==> src/rtl/cc_branch_unit.sv <==
// Condition-code register with a one-deep branch-resolve response slot and a
// saturating counter of taken branches handed to the consumer.
module cc_branch_unit #(
  parameter int unsigned WIDTH     = 16,
  parameter int unsigned CNT_WIDTH = 8
) (
  input  logic                 clk,
  input  logic                 rst,
  input  logic                 load_cc,
  input  logic [WIDTH-1:0]     cc_data,
  input  logic                 br_valid,
  input  logic [2:0]           br_nzp,
  output logic                 br_ready,
  output logic                 resp_valid,
  input  logic                 resp_ready,
  output logic                 resp_taken,
  input  logic                 cnt_clr,
  output logic [2:0]           cc_out,
  output logic [CNT_WIDTH-1:0] taken_count
);

  typedef enum logic [0:0] {StEmpty, StFull} state_e;

  localparam logic [2:0] CcN = 3'b100;
  localparam logic [2:0] CcZ = 3'b010;
  localparam logic [2:0] CcP = 3'b001;

  state_e               r_state;
  logic                 r_taken;
  logic [2:0]           r_cc;
  logic [CNT_WIDTH-1:0] r_count;

  logic [2:0] w_cc_class;
  logic       w_accept;
  logic       w_hit;
  logic       w_fire;
  logic       w_cnt_max;

  always_comb begin
    w_cc_class = CcP;
    if (cc_data[WIDTH-1]) begin
      w_cc_class = CcN;
    end else if (cc_data == '0) begin
      w_cc_class = CcZ;
    end
  end

  // A CC load stalls the request so it resolves against the updated CC next cycle.
  assign br_ready  = !rst && !load_cc && ((r_state == StEmpty) || resp_ready);
  assign w_accept  = br_valid && br_ready;
  assign w_hit     = |(r_cc & br_nzp);
  assign w_fire    = (r_state == StFull) && resp_ready && r_taken;
  assign w_cnt_max = (r_count == {CNT_WIDTH{1'b1}});

  always_ff @(posedge clk or posedge rst) begin
    if (rst) begin
      r_cc <= CcZ;
    end else if (load_cc) begin
      r_cc <= w_cc_class;
    end
  end

  always_ff @(posedge clk or posedge rst) begin
    if (rst) begin
      r_state <= StEmpty;
      r_taken <= 1'b0;
    end else begin
      case (r_state)
        StEmpty: begin
          if (w_accept) begin
            r_state <= StFull;
            r_taken <= w_hit;
          end
        end
        StFull: begin
          if (w_accept) begin
            r_taken <= w_hit;
          end else if (resp_ready) begin
            r_state <= StEmpty;
            r_taken <= 1'b0;
          end
        end
        default: begin
          r_state <= StEmpty;
          r_taken <= 1'b0;
        end
      endcase
    end
  end

  always_ff @(posedge clk or posedge rst) begin
    if (rst) begin
      r_count <= '0;
    end else if (cnt_clr) begin
      r_count <= '0;
    end else if (w_fire && !w_cnt_max) begin
      r_count <= r_count + {{(CNT_WIDTH-1){1'b0}}, 1'b1};
    end
  end

  assign resp_valid  = (r_state == StFull);
  assign resp_taken  = r_taken;
  assign cc_out      = r_cc;
  assign taken_count = r_count;

endmodule

==> config.mk <==
export PLATFORM = sky130hd
export DESIGN_NAME = cc_branch_unit
export DESIGN_NICKNAME = d
export VERILOG_FILES = /design/src/rtl/cc_branch_unit.sv
export SDC_FILE = /design/constraint.sdc
export NUM_CORES = 1
export LEC_CHECK = 0
export ABC_AREA = 1
export CAP_MARGIN = 10
export CORE_MARGIN = 3
export CORE_UTILIZATION = 35
export CTS_CLUSTER_DIAMETER = 30
export DETAILED_ROUTE_END_ITERATION = 16
export HOLD_SLACK_MARGIN = 0.1
export PLACE_DENSITY = 0.71
export SLEW_MARGIN = 10
export SYNTH_ARGS = -nofsm -noshare
export SYNTH_HDL_FRONTEND = slang
export SYNTH_SLANG_ARGS = --single-unit
==> constraint.sdc <==
create_clock -name clk -period 1.3 [get_ports clk]
set_input_delay 0.26 -clock clk [delete_from_list [all_inputs] [get_ports clk]]
set_output_delay 0.26 -clock clk [all_outputs]
set_load 0.1 [all_outputs]
==> results of run 1 <==
critical path: stages:
cell,delay (ps)
clkdlybuf4s50_1,560
nor2_4,60
nor2_4,110
buf_12,180
cells in the mapped netlist (2+ instances only):
master | number | area, um^2
nand2_1 | 34 | 127.6
nor2_1 | 27 | 101.4
dfrtp_1 | 12 | 300.3
nand3_1 | 12 | 60.06
inv_1 | 6 | 22.52
o21ai_2 | 4 | 35.03
nor2_4 | 3 | 33.78
inv_2 | 2 | 7.510
nand2_4 | 2 | 22.52
nand4_1 | 2 | 12.51
o21ai_1 | 2 | 10.01
cell type report:
cell class	count	area, um^2
flip-flops and latches	13	351.6
repair buffers	53	655.6
clock buffers	4	26.28
inverters	9	36.28
multi-input cells	96	568.0
fillers	184	581.8
well taps	28	35.03
routing by layer:
layer  share of wire [%]  GRT usage (%)  wire length (um)  vias up
met2                  57          33.28              1398       30
met1                  37          18.12               909      434
met3                 5.1          2.804               126        2
met4                0.85          6.250                21        0
met5                   0              0                 0        -
li1                    -              -                 -      494
path summary, 6_finish.rpt:
path,startpoint,to,slack [ps],cells past startpoint
worst min register to register,cc_out[0],cc_out[0],600,2
min in group clk,load_cc,cc_out[2],300,3
worst min-delay path,rst,resp_valid,290,3
worst max register to register,taken_count[1],taken_count[6],0,8
max in group asynchronous,rst,cc_out[1],770,3
worst max-delay path,resp_ready,br_ready,-150,4
state kept, by name (all words and copies together) (netlist names):
register and cells:
cc_out 3, resp_taken 1, resp_valid 1, taken_count 8
what timing repair did:
item	CTS	global route
cloned	0	1
buffers inserted	5	2
endpoints found under the setup margin	4	11
pin swaps	3	3
gates resized for setup	3	6
cells by family after synthesis:
group / count (synthesis)
simple gates: 85
flops: 13
buf+inv: 10
compound gates: 8
xor+xnor: 1
fa+ha+maj: 1
power by group through the flow:
| stage | clock (mW) | sequential, mW | combinational, mW |
|---|---|---|---|
| 2_1_floorplan | 0 | 0.553 | 0.0853 |
| 3_3_place_gp | 0 | 0.453 | 0.372 |
| 3_5_place_dp | 0 | 0.453 | 0.378 |
| 4_1_cts | 0.261 | 0.442 | 0.393 |
| 5_1_grt | 0.287 | 0.444 | 0.415 |
| 6_report | 0.247 | 0.442 | 0.396 |
metrics by stage:
step / power (mW) / cells
2_1_floorplan: 0.6386 / 118
3_3_place_gp: 0.8242 / 191
3_5_place_dp: 0.8315 / 191
4_1_cts: 1.095 / 200
5_1_grt: 1.147 / 203
6_report: 1.085 / 203
==> run metrics, run 1 <==
status=finished with violations; failing checks=setup timing; Initial Utilization=37.79%; clock latency on the worst-skew pair=270 ps; Pint=0.7205 mW; Simple-Gate Fraction of Synth Area=47.58%; ANT cells=0; # rows=17; WP data required=1040 ps; Most used DFF post-synth=dfrtp_1; Top-Level Pins=39; XOR/XNOR Fraction of Synth Area=1.028%; max-slew violations=0; number of CTS-inserted buffers=3; setup ws final=-145.3 ps; skew final=2.507 ps; largest family of logic cells by synthesized area=simple AND/OR/NAND/NOR gates; commonest non-fill, non-tap cell in the layout=nand2_1; Min Hold Slack=290.5 ps; period utilization=111.2%; IO Port Bufs=38; Chip Height=55.34 um; sequential power share=40.7%; Mapped Cells=118; max_cap viols=0; Critical Path Start Type=primary input; ys async rst share=100.0%; Post-CTS Hold Buffers=0; CTS Sinks=13; core area=2255 um^2; Post-DRT Antenna Nets=0; final setup TNS=-234.4 ps; Vias/cell=4.729; RSZ-0062 raised after global routing=yes; Synth Register Bits=13; design area=1673 um^2; Worst setup EP type=primary output; TritonRoute pass-1 iters=4; Tightest Pin Transition=268.2 ps; wire per inst=12.10 um; Synth Area in Compound Gates=6.755%; Die Footprint=3063 um^2; Synth-to-Final Area Change=96.33%; clk slew on worst S/H paths=80 ps; Placer Congestion=0.8352; Clock power frac=22.7%; Adder-Cell Fraction of Synth Area=1.468%; Synth Warn #=0; total grt overflow=0; initial antenna violation count=0; proportion of layout cells with a drive suffix above 1=40.57%; DRT Wirelength=2457 um; Worst EP arrival=1190 ps; post-synthesis mux area share=0%; post-synthesis sequential area ratio=38.33%; PwrDens=648.5 nW/um^2; H-tree levels=1; Clock Tree Buf Depth=2; number of global-route vias before repair=1021; Lkg Pwr=0.6905 nW; Max rail drop VDD=0.0005198 V; # setup viols final=4; Mapped Avg Cell Area=7.221 um^2; first-pass GRT wire length=4291 um; dpl hpwl=2016 um; Final Util=74.20%; critical path peak fanout=3; Psw=0.3644 mW; root buffer cell=clkbuf_4; count of cell types in the netlist=23; Logic pwr share=36.5%; switch share=33.59%; Residual DRC=0; Setup WS pre-CTS=-237.3 ps; largest net degree at the start of global routing=14; most frequent cells in the layout=32 x nand2_1, 24 x nor2_1, 23 x clkdlybuf4s50_1; Post-synth EDFFs=0; DP Area=1553 um^2; Max Clock Freq=691.9 MHz; Hold Crit Class=in -> async; DR iter-0 viols=10; Slew HR=82.07%; Final Hold Viols=0; Post-Synthesis Cell Area=852.1 um^2; fin nets=202; Syn Nets=144; CTS tree=built; Tmin final=1445 ps; die width=55.34 um; via count=960; crit path kind=in -> out; GRT Total Usage=17.14%
(Power assumes the default switching activity.)
==> inputs of run 2 (changes only) <==
- CAP_MARGIN: 10 -> 15
==> results of run 2 <==
No change in the layout: final DEF, timing and power equal those of run 1.
